==> src/rtl/even_issue_scheduler.sv <==
// Even-pipe issue control: a countdown scoreboard of in-flight destinations
// gates issue on RAW hazards and shared-writeback slot conflicts.
module even_issue_scheduler #(
  parameter int unsigned LAT_FP  = 6,
  parameter int unsigned LAT_FPI = 7,
  parameter int unsigned LAT_FX2 = 4,
  parameter int unsigned LAT_B1  = 4,
  parameter int unsigned LAT_FX1 = 2,
  parameter int unsigned CNT_W   = 16
) (
  input  logic             clk,
  input  logic             reset,
  input  logic             in_valid,
  input  logic [1:0]       unit,
  input  logic             fp_int,
  input  logic [6:0]       rt_addr,
  input  logic             reg_write,
  input  logic [6:0]       ra_addr,
  input  logic [6:0]       rb_addr,
  input  logic [6:0]       rc_addr,
  input  logic             ra_use,
  input  logic             rb_use,
  input  logic             rc_use,
  input  logic             flush,
  output logic             issue,
  output logic             stall,
  output logic             stall_raw,
  output logic             stall_wb,
  output logic [2:0]       inflight,
  output logic [CNT_W-1:0] stall_cnt
);

  localparam logic [2:0] LP_FP  = 3'(LAT_FP);
  localparam logic [2:0] LP_FPI = 3'(LAT_FPI);
  localparam logic [2:0] LP_FX2 = 3'(LAT_FX2);
  localparam logic [2:0] LP_B1  = 3'(LAT_B1);
  localparam logic [2:0] LP_FX1 = 3'(LAT_FX1);

  // Slot k holds an entry k cycles away from the forwarding network
  logic [7:1]       r_v;
  logic [6:0]       r_addr [1:7];
  logic [CNT_W-1:0] r_cnt;

  logic [2:0] w_lat;
  logic       w_raw;
  logic       w_wb;
  logic [2:0] w_pop;

  always_comb begin
    w_lat = LP_FX1;
    case (unit)
      2'd0:    w_lat = fp_int ? LP_FPI : LP_FP;
      2'd1:    w_lat = LP_FX2;
      2'd2:    w_lat = LP_B1;
      default: w_lat = LP_FX1;
    endcase
  end

  always_comb begin
    w_raw = 1'b0;
    w_wb  = 1'b0;
    w_pop = 3'd0;
    for (int k = 1; k <= 7; k++) begin
      w_raw = w_raw | (r_v[k] & ((ra_use & (r_addr[k] == ra_addr)) |
                                 (rb_use & (r_addr[k] == rb_addr)) |
                                 (rc_use & (r_addr[k] == rc_addr))));
      w_pop = w_pop + {2'b00, r_v[k]};
    end
    // An entry one slot above L would shift into slot L as the new one lands
    for (int k = 1; k <= 6; k++) begin
      if (w_lat == 3'(k)) w_wb = reg_write & r_v[k+1];
    end
  end

  assign stall_raw = w_raw;
  assign stall_wb  = w_wb;
  assign issue     = in_valid & ~flush & ~w_raw & ~w_wb;
  assign stall     = in_valid & ~issue & ~flush;
  assign inflight  = w_pop;
  assign stall_cnt = r_cnt;

  always_ff @(posedge clk or posedge reset) begin
    if (reset) begin
      r_v <= '0;
      for (int k = 1; k <= 7; k++) r_addr[k] <= '0;
    end else begin
      for (int k = 1; k <= 6; k++) begin
        r_v[k]    <= r_v[k+1];
        r_addr[k] <= r_addr[k+1];
      end
      r_v[7]    <= 1'b0;
      r_addr[7] <= '0;
      if (issue && reg_write) begin
        r_v[w_lat]    <= 1'b1;
        r_addr[w_lat] <= rt_addr;
      end
    end
  end

  always_ff @(posedge clk or posedge reset) begin
    if (reset)
      r_cnt <= '0;
    else if (stall && (r_cnt != {CNT_W{1'b1}}))
      r_cnt <= r_cnt + CNT_W'(1);
  end

endmodule

==> config.mk <==
export PLATFORM = sky130hd
export DESIGN_NAME = even_issue_scheduler
export DESIGN_NICKNAME = d
export VERILOG_FILES = /design/src/rtl/even_issue_scheduler.sv
export SDC_FILE = /design/constraint.sdc
export NUM_CORES = 1
export LEC_CHECK = 0
export ABC_AREA = 0
export CORE_MARGIN = 2
export CORE_UTILIZATION = 35
export DETAILED_ROUTE_END_ITERATION = 16
export PLACE_DENSITY_LB_ADDON = 0.2
export SYNTH_ARGS = -nofsm -noshare
export SYNTH_HDL_FRONTEND = slang
export SYNTH_SLANG_ARGS = --single-unit
==> constraint.sdc <==
create_clock -name clk -period 8.85 [get_ports clk]
set_clock_uncertainty 0.2 [all_clocks]
set_input_delay 1.3275 -clock clk [delete_from_list [all_inputs] [get_ports clk]]
set_output_delay 1.3275 -clock clk [all_outputs]
set_load 0.005 [all_outputs]
### Word level (Yosys, flattened, before mapping)

Cells that the tools add are included.

| word-level totals | value |
|---|---|
| bits in registers | 72 |
| input port bits | 39 |
| logic and storage cells | 136 |

| operators by class | value |
|---|---|
| add/sub/neg operators | 7 |
| magnitude comparators | 4 |
| equal/unequal tests | 30 |
| mux-type cells | 15 |
| bitwise gates (word level) | 65 |
| reductions and logical operators | 6 |

Operator list:

| kind | count |
|---|---|
| == test 7 bit | 21 |
| bitwise mux 49 bit | 1 |
| 2-to-1 mux 49 bit | 1 |
| AND 1 bit | 39 |
| demux 7 bit (select 3 bit) | 1 |
| bitwise OR 1 bit | 20 |
| adder 16 x 1 -> 16 bit (second input constant) | 1 |
| inequality test 16 bit (second input constant) | 1 |
| 2-to-1 mux 7 bit | 2 |
| adder 3 x 1 -> 3 bit | 4 |
| == test 3 bit (second input constant) | 3 |
| 2-to-1 mux 1 bit | 8 |
| bitwise OR 6 x 7 -> 7 bit | 1 |
| == test 3 x 2 -> 1 bit (second input constant) | 2 |
| one-hot mux 3 bit (2 select lines) | 1 |
| >= comparator 4 bit (second input constant) | 1 |
| logical AND 1 bit | 4 |
| less-than comparator 3 x 4 -> 1 bit (second input constant) | 1 |
| less-than comparator 4 x 1 -> 1 bit (second input constant) | 1 |
| inverter 1 bit | 4 |
| inverter 3 -> 4 bit | 1 |
| adder 2 x 1 -> 3 bit | 1 |
| demux 1 bit (select 3 bit) | 1 |
| == test 3 x 1 -> 1 bit (second input constant) | 1 |
| other kinds (6) | 6 |

### Longest topological paths before layout

Gate-level depths: netlist (run 1).

| logic depth | value |
|---|---|
| depth after elaboration | 18 |
| depth in mapped cells | 11 |

### Worst setup path after synthesis (run 1)

No wires, ideal clock.

| timing | value |
|---|---|
| path type | input port to output port |
| start point | in unit[0] |
| end point | out stall |
| arrival | 3.007 ns |
| data required time | 7.323 ns |
| setup slack | 4.316 ns |
| cell stages on the path | 10 |
| path buffers | 1 |
| path through | inv_1 -> ha_1 -> a21boi_0 -> o32ai_1 -> a221o_1 -> nand2_1 -> nand4_1 -> nor2_1 -> buf_2 -> nor2_1 |

| between the ends | value |
|---|---|
| word-level cells in the longest chain between the ends | 15 |
| elaborated cells on any way between the ends | 22 |

Ends and longest elaborated chain:

| what | RTL line | text |
|---|---|---|
| start: declaration | 14 | `input logic [1:0] unit,` |
| == test 2 bit or == test 2 x 1 -> 1 bit (tied branches) | 51 | `case (unit)` |
| OR reduction 2 bit (no line) | n/a |  |
| one-hot mux 3 bit (2 select lines) (*) | 51 |  |
| == test 3 x 1 -> 1 bit | 71 | `if (w_lat == 3'(k)) w_wb = reg_write & r_v[k+1];` |
| 2-to-1 mux 1 bit (5 in a row) | 71 |  |
| 2-to-1 mux 1 bit (*) | 71 |  |
| inverter 1 bit (*) | 77 | `assign issue = in_valid & ~flush & ~w_raw & ~w_wb;` |
| AND 1 bit (*) | 77 |  |
| inverter 1 bit (*) | 78 | `assign stall = in_valid & ~issue & ~flush;` |
| AND 1 bit (*) (2 in a row) | 78 |  |
| end: declaration | 26 | `output logic stall,` |

Every way passes the cells marked *; elsewhere a longest branch is shown, timed or not.

### Worst setup path after layout (run 1)

| timing | value |
|---|---|
| start point | in rb_addr[4] |
| end point | out stall |

| between the ends | value |
|---|---|
| word-level cells in the longest chain between the ends | 17 |
| elaborated cells on any way between the ends | 47 |

Ends and longest elaborated chain:

| what | RTL line | text |
|---|---|---|
| start: declaration | 19 | `input logic [6:0] rb_addr,` |
| == test 7 bit | 65 | `(rb_use & (r_addr[k] == rb_addr)) \|` |
| AND 1 bit | 65 |  |
| bitwise OR 1 bit | 64 | `w_raw = w_raw \| (r_v[k] & ((ra_use & (r_addr[k] == ra_addr)) \|` |
| bitwise OR 1 bit | 65 |  |
| AND 1 bit | 64 |  |
| bitwise OR 1 bit (5 in a row) | 64 |  |
| bitwise OR 1 bit (*) | 64 |  |
| inverter 1 bit (*) | 77 |  |
| AND 1 bit (*) (2 in a row) | 77 |  |
| inverter 1 bit (*) | 78 |  |
| AND 1 bit (*) (2 in a row) | 78 |  |

Marked as above.

==> reports/results.ini, run 1 <==
[drt]
dr.first_iter.drc_count = 179
dr.pass1.iters = 4
route.detailed.drc = 0
vias_per_cell = 5.135
wl_per_cell_um = 19.36
wl_um = 13800
ant_nets = 0
vias = 3661

[job]
maxCapViolCount = 0

[floorplan]
start_util = 0.3550
core_um2 = 14370
die_area_um2 = 15560
die_width_um = 124.7
rows = 44
die_h_um = 124.7
pin_count = 62

[clocking]
cts_tree = yes
htreeDepth = 3
cts_hold_buffers = 0
clockBufferDepth = 2
clk_pin_slew_ns = 0.06
root_buffer = clkbuf_16
clock_latency_ns = 0.34
post-cts-setup-buffers = 0
numCtsBuffers = 9
cts.sinks = 72
postCtsResizedCells = 0

[place]
hpwl_um = 10740
gp_congestion = 0.8762
portBuffers = 61

[worst_setup_path]
required_ns = 7.32
rrSetupSlack_ns = 5.39
worstPathMaxFanout = 16
critPathArrivalTime_ns = 4.66
startpoint_type = primary input
crit_path_end_kind = output port
path_class = in -> out

[cells_and_area]
drive_gt1_frac = 0.1645
num-nets-final = 570
num_antenna_cells = 0
area_growth_syn_to_layout_pct = 16.78
mostFrequentLayoutCells = xnor2_1 (148), dfrtp_1 (72), clkdlybuf4s50_1 (61)
final_common_cell = xnor2_1

[grt]
grt-ovfl-total = 0
grt_pass1_wl_um = 21870
grt_pass1_vias = 3943
grt_max_degree = 73
track_usage = 0.1838
antenna_found_initial = 0

[synth]
avgSynthCellArea_um2 = 10.61
synth_fp_nets = 527
synth-warning-count = 0
async_flop_share = 1.000
ys_seq_area_frac = 0.3532
netlist_area_um2 = 5101
syn_inst = 481
ys_seq_elements = 72
synth_flop_cell = dfrtp_1
synth_cell_types = 40
synth_edf_count = 0

[sta]
rsz0062_at_grt = false
finalCriticalPeriod_ns = 6.188
finalSetupTns_ns = 0
hold_violations = 0
max_freq_ghz = 0.1616
slew_headroom = 0.3363
drv_slew = 0
setup_viol = 0
holdWs_ns = 0.2832
fin_crit_sh = 0.6992
tightest_slew_ns = 0.9919

[pwr]
powerDensity_nw_per_um2 = 140.0
ir_worst_vdd_mv = 0.07421
p_leak_nw = 2.315
power.total_mw = 0.8340

[hold_path]
hold_path_class = reg -> reg

[status]
status = finished clean

logic make-up after synthesis:
kind of cell / synth area share
DFF: 0.3532
xor gates and xnor gates: 0.2747
adders and majority gates: 0.02306
muxes: 0.1045
buffers and inverters: 0.06696
and+or+nand+nor: 0.1550
AOI/OAI and AO/OA: 0.02256
worst paths after layout:
check / startpoint / to / cells after the start
max: rb_addr[4] / stall / 9
min: stall_cnt[8] / stall_cnt[8] / 1
max reg2reg: r_addr[48] / r_addr[47] / 8
min reg2reg: stall_cnt[8] / stall_cnt[8] / 1
max in group asynchronous: reset / r_addr[29] / 3
min in group asynchronous: reset / stall_cnt[7] / 3
synthesized netlist by cell type, types with 2 or more instances:
cell        n  share of area
and2_2      2         0.0029
and2b_1     2         0.0029
and3_1      3         0.0037
and3_2     10          0.015
buf_2       2         0.0020
buf_4      12          0.018
buf_6      14          0.031
dfrtp_1    72           0.35
fa_1        4          0.016
ha_1        3         0.0074
inv_1      15          0.011
mux2_2     38          0.084
mux2_4      7          0.021
nand2_1    11         0.0081
nand2b_1    5         0.0061
nand3_1     9         0.0088
nand4_1    44          0.054
nor2_1     26          0.019
nor3_1      8         0.0078
nor4_1      7         0.0086
o31ai_1     4         0.0059
or2_2       6         0.0074
or3_1       2         0.0025
xnor2_1   148           0.25
xor2_1     12          0.021
worst max-delay path, stage by stage:
cell	delay [ns]
clkdlybuf4s50_1	0.78
xnor2_1	0.16
nand4_1	0.15
nor2_1	0.07
o31ai_1	0.46
o2111ai_2	0.29
nor2_1	0.83
nor2_1	0.10
clkdlybuf4s50_1	0.48
flip-flops by register name, indices dropped and copies added (netlist names):
signal,flops
r_v,7
stall_cnt,16
r_addr,49
cell type report:
class	count	area [um2]
repair buffers	63	625.6
fillers	1408	8412
inverters	15	56.30
well taps	184	230.2
multi-input cells	363	2958
clock inverters	4	28.78
clock buffers	12	256.5
flip-flops and latches	72	1802
routing by layer:
metal | part of all wire | up-vias | wire, um | track usage
li1 | - | 1719 | - | -
met1 | 0.44 | 1832 | 6032 | 0.2288
met2 | 0.49 | 79 | 6755 | 0.3060
met3 | 0.039 | 31 | 543 | 0.03866
met4 | 0.034 | 0 | 473 | 0.08262
met5 | 0 | - | 0 | 0
power breakdown:
group | total (mW) | switching, mW | leakage [nW] | internal [mW]
registers | 0.354 | 0.0154 | 0.996 | 0.339
clock network | 0.345 | 0.140 | 0.135 | 0.205
logic | 0.135 | 0.0656 | 1.18 | 0.0694
stage by stage:
stage          worst slack, ns  utilization  area (um2)  std cells
6_report                 2.662       0.4146        5957        713
3_5_place_dp             2.731       0.3947        5672        697
5_1_grt                  2.509       0.4146        5957        713
3_3_place_gp             2.727       0.3947        5672        697
2_1_floorplan            4.316            -        5101        481
4_1_cts                  2.697       0.4146        5957        713
No activity file was read; power rests on OpenSTA's default activity.
==> inputs of run 2 (changes only) <==
Clock period 8.85 ns to 5.1 ns, I/O delays scaled along.
==> reports/results.ini, run 2 (synthesis results as in run 1) <==
[place]
portBuffers = 61
dp.cells = 699
gp_congestion = 0.9173
dp_worst_setup_slack_ns = 0.6876
hpwl_um = 10870
placed_area_um2 = 5687

[hold_path]
hold_path_class = reg -> reg
hp-start = stall_cnt[8]
whs_path_depth = 1
hold_end = stall_cnt[8]

[pwr]
powerDensity_nw_per_um2 = 244.8
p_leak_nw = 2.326
power.total_mw = 1.461
ir_worst_vdd_mv = 0.1205

[drt]
wl_per_cell_um = 19.44
wl_um = 13900
vias = 3622
met1_length_um = 6086
route.detailed.drc = 0
wl_met2_um = 6886
vias_per_cell = 5.066
dr.pass1.iters = 4
dr.max_layer_used = met4
wl_met3_um = 398
ant_nets = 0
dr.first_iter.drc_count = 113

[floorplan]
pin_count = 62
core_um2 = 14370
rows = 44
die_h_um = 124.7
die_area_um2 = 15560
start_util = 0.3550
die_width_um = 124.7

[clocking]
htreeDepth = 3
post-cts-setup-buffers = 0
cts.sinks = 72
clk_pin_slew_ns = 0.06
cts_tree = yes
cts_hold_buffers = 0
postCtsResizedCells = 0
clock_latency_ns = 0.34
root_buffer = clkbuf_16
clockBufferDepth = 2
numCtsBuffers = 9

[cells_and_area]
post-route-util = 0.4154
final_common_cell = xnor2_1
num_antenna_cells = 0
num-nets-final = 572
fillers = 1372
mostFrequentLayoutCells = xnor2_1 (148), dfrtp_1 (72), clkdlybuf4s50_1 (61)
largest-register = r_addr
finish.instance_area_um2 = 5968
multiInputGateArea_um2 = 2958
instances_no_fill = 715
largest_reg_flops = 49
area_growth_syn_to_layout_pct = 17.00
drive_gt1_frac = 0.1676
regArea_um2 = 1802

[job]
maxCapViolCount = 0

[sta]
hold_violations = 0
tightest_slew_ns = 0.9194
finalSetupTns_ns = 0
finalCriticalPeriod_ns = 4.423
drv_slew = 0
holdWs_ns = 0.2833
rsz0062_at_grt = false
worst_slack_ns = 0.6768
slew_headroom = 0.3861
max_freq_ghz = 0.2261
fin_crit_sh = 0.8673
setup_viol = 0

[worst_setup_path]
required_ns = 4.14
timing.rr.end = r_addr[18]
crit_path_end_kind = output port
path_class = in -> out
critPathArrivalTime_ns = 3.46
rr_startpoint = r_addr[43]
startpoint_type = primary input
worstPathMaxFanout = 7
reg2reg_depth = 9
rrSetupSlack_ns = 1.80

[grt]
grt_pass1_wl_um = 22470
grt_pass1_vias = 4052
grt-ovfl-total = 0
grt_max_degree = 44
antenna_found_initial = 0
track_usage = 0.1876

[status]
status = finished clean

run 2: cell types whose count changed in the layout (fill, tap and decap cells not counted), sizes merged:
cell | before | now
clkinvlp | 2 | 1
clkbuf | 12 | 11
inv | 15 | 18
clkinv | 2 | 1
buf | 2 | 4
run 2: where the power goes:
part	internal [mW]	switching [mW]	leakage [nW]
Sequential	0.587	0.0263	0.996
Combinational	0.121	0.116	1.19
Clock	0.347	0.263	0.137
run 2: worst max-delay path, cell delays in order:
cell and delay (ns):
clkdlybuf4s50_1 0.79, xnor2_1 0.12, nand4_1 0.16, nor2_1 0.07, o31ai_1 0.46, o2111ai_2 0.30, nor3_1 0.25, clkdlybuf4s50_1 0.53
run 2: per-layer routing:
metal | track usage | vias to the layer above
met2 | 0.3243 | 71
met3 | 0.02663 | 30
met4 | 0.09385 | 0
li1 | - | 1717
met5 | 0 | -
met1 | 0.2276 | 1804
run 2: final cells by class:
cell class | instances | share of cell area
tap | 184 | 0.03857
timing repair buffer | 65 | 0.1073
clock inverter | 5 | 0.006499
inverter | 15 | 0.009434
sequential | 72 | 0.3019
multi-input combinational | 363 | 0.4956
clock buffer | 11 | 0.04067
run 2: how the worst max path moves through the flow:
| stage | from | to | slack (ns) | depth (start not counted) |
|---|---|---|---|---|
| floorplan | unit[0] | stall | 1.69 | 10 |
| global placement | rb_addr[1] | issue | 0.60 | 8 |
| detailed placement | rb_addr[1] | issue | 0.69 | 8 |
| CTS | rb_addr[1] | issue | 0.65 | 8 |
| global route | rc_addr[3] | issue | 0.47 | 8 |
| finish | rb_addr[1] | issue | 0.68 | 8 |
==> inputs of run 3 (changes only) <==
Settings changed: CORE_MARGIN 2 to 1.5, RECOVER_POWER set to 50.
==> reports/results.ini, run 3 (synthesis results as in run 1) <==
[status]
status = finished, violations left
violations = capacitance limit, slew limit

[cells_and_area]
fillers = 1338
num-nets-final = 572
drive_gt1_frac = 0.1642
multiInputGateArea_um2 = 2958
largest-register = r_addr
mostFrequentLayoutCells = xnor2_1 (148), dfrtp_1 (72), clkdlybuf4s50_1 (49)
post-route-util = 0.4237
num_antenna_cells = 0
area_growth_syn_to_layout_pct = 16.63
largest_reg_flops = 49
regArea_um2 = 1802
final_common_cell = xnor2_1

[sta]
rsz0062_at_grt = false
hold_violations = 0
drv_slew = 47
tightest_slew_ns = 1.745
slew_headroom = -0.1644
fin_crit_sh = 0.8751
max_freq_ghz = 0.2241
worst_slack_ns = 0.6369
setup_viol = 0
finalCriticalPeriod_ns = 4.463
finalSetupTns_ns = 0

[worst_setup_path]
startpoint_type = primary input
crit_path_end_kind = output port
worstPathMaxFanout = 7
critPathArrivalTime_ns = 3.50
required_ns = 4.14
reg2reg_depth = 9
path_class = in -> out

[floorplan]
rows = 43
pin_count = 62
die_area_um2 = 15310
start_util = 0.3633
die_h_um = 123.7
core_um2 = 14040
die_width_um = 123.7

[grt]
track_usage = 0.1929
grtUsageMet2 = 0.3242
grt_max_degree = 47
antenna_found_initial = 0
grt_util_met3 = 0.03709
grt_use_met1 = 0.2430
grt_pass1_vias = 3893
grt-ovfl-total = 0
busiest_layer = met2
grt_pass1_wl_um = 21790

[hold_path]
hold_path_class = reg -> reg
whs_path_depth = 1

[clocking]
root_buffer = clkbuf_16
clk_pin_slew_ns = 0.06
cts_tree = yes
clock_latency_ns = 0.34
postCtsResizedCells = 0
numCtsBuffers = 9
htreeDepth = 3
cts_hold_buffers = 0
post-cts-setup-buffers = 0
cts.sinks = 72
clockBufferDepth = 2

[drt]
wl_um = 13690
vias = 3673
dr.pass1.iters = 4
route.detailed.drc = 0
ant_nets = 0
vias_per_cell = 5.173
wl_per_cell_um = 19.28
dr.first_iter.drc_count = 134

[job]
maxCapViolCount = 1

[pwr]
powerDensity_nw_per_um2 = 239.8
ir_worst_vdd_mv = 0.1094
p_leak_nw = 2.354

[place]
gp_congestion = 0.9221
hpwl_um = 10780
portBuffers = 61
dp_worst_setup_slack_ns = 0.7170

-- run 3: per-stage QoR --
step / power (mW) / instance area [um2] / hold WS, ns / instances
final: 1.427 / 5949 / 0.2784 / 710
after floorplan: 0.7809 / 5101 / 0.2629 / 481
after global routing: 1.492 / 5949 / 0.3042 / 710
after detailed placement: 0.8615 / 5682 / 0.2723 / 695
after CTS: 1.449 / 5953 / 0.2847 / 710
after global placement: 0.8575 / 5682 / 0.2753 / 695
-- run 3: layer usage --
layer | vias to the layer above | part of all wire
met4 | 0 | 0.028
li1 | 1718 | -
met2 | 78 | 0.49
met3 | 25 | 0.037
met5 | - | 0
met1 | 1852 | 0.44
-- run 3: layout make-up --
| type | count | area share |
|---|---|---|
| Timing Repair Buffer | 65 | 0.1070 |
| Tap cell | 180 | 0.03785 |
| Sequential cell | 72 | 0.3028 |
| Clock buffer | 9 | 0.03785 |
| Multi-Input combinational cell | 363 | 0.4972 |
| Clock inverter | 6 | 0.007781 |
| Inverter | 15 | 0.009464 |
-- run 3: power breakdown --
part / switching [mW] / internal, mW / total, mW / leakage (nW)
sequential: 0.0266 / 0.588 / 0.614 / 0.996
combinational: 0.114 / 0.120 / 0.235 / 1.23
clock: 0.250 / 0.328 / 0.578 / 0.128
total: 0.391 / 1.04 / 1.43 / 2.35
-- run 3: path summary, 6_finish.rpt --
check                              startpoint             to  slack, ns
worst max-delay path               ra_addr[1]          issue       0.64
worst min register to register  stall_cnt[10]  stall_cnt[10]       0.28
worst max register to register     r_addr[43]     r_addr[16]       1.74
worst min-delay path            stall_cnt[10]  stall_cnt[10]       0.28
max in group asynchronous               reset     r_addr[37]       1.40
min in group asynchronous               reset   stall_cnt[1]       1.21
-- run 3: critical path: stages --
cell             delay [ns]
clkdlybuf4s50_1        0.80
xnor2_1                0.12
nand4_1                0.13
nor2_1                 0.06
o31ai_1                0.51
o2111ai_2              0.32
nor3_1                 0.26
clkdlybuf4s50_1        0.53
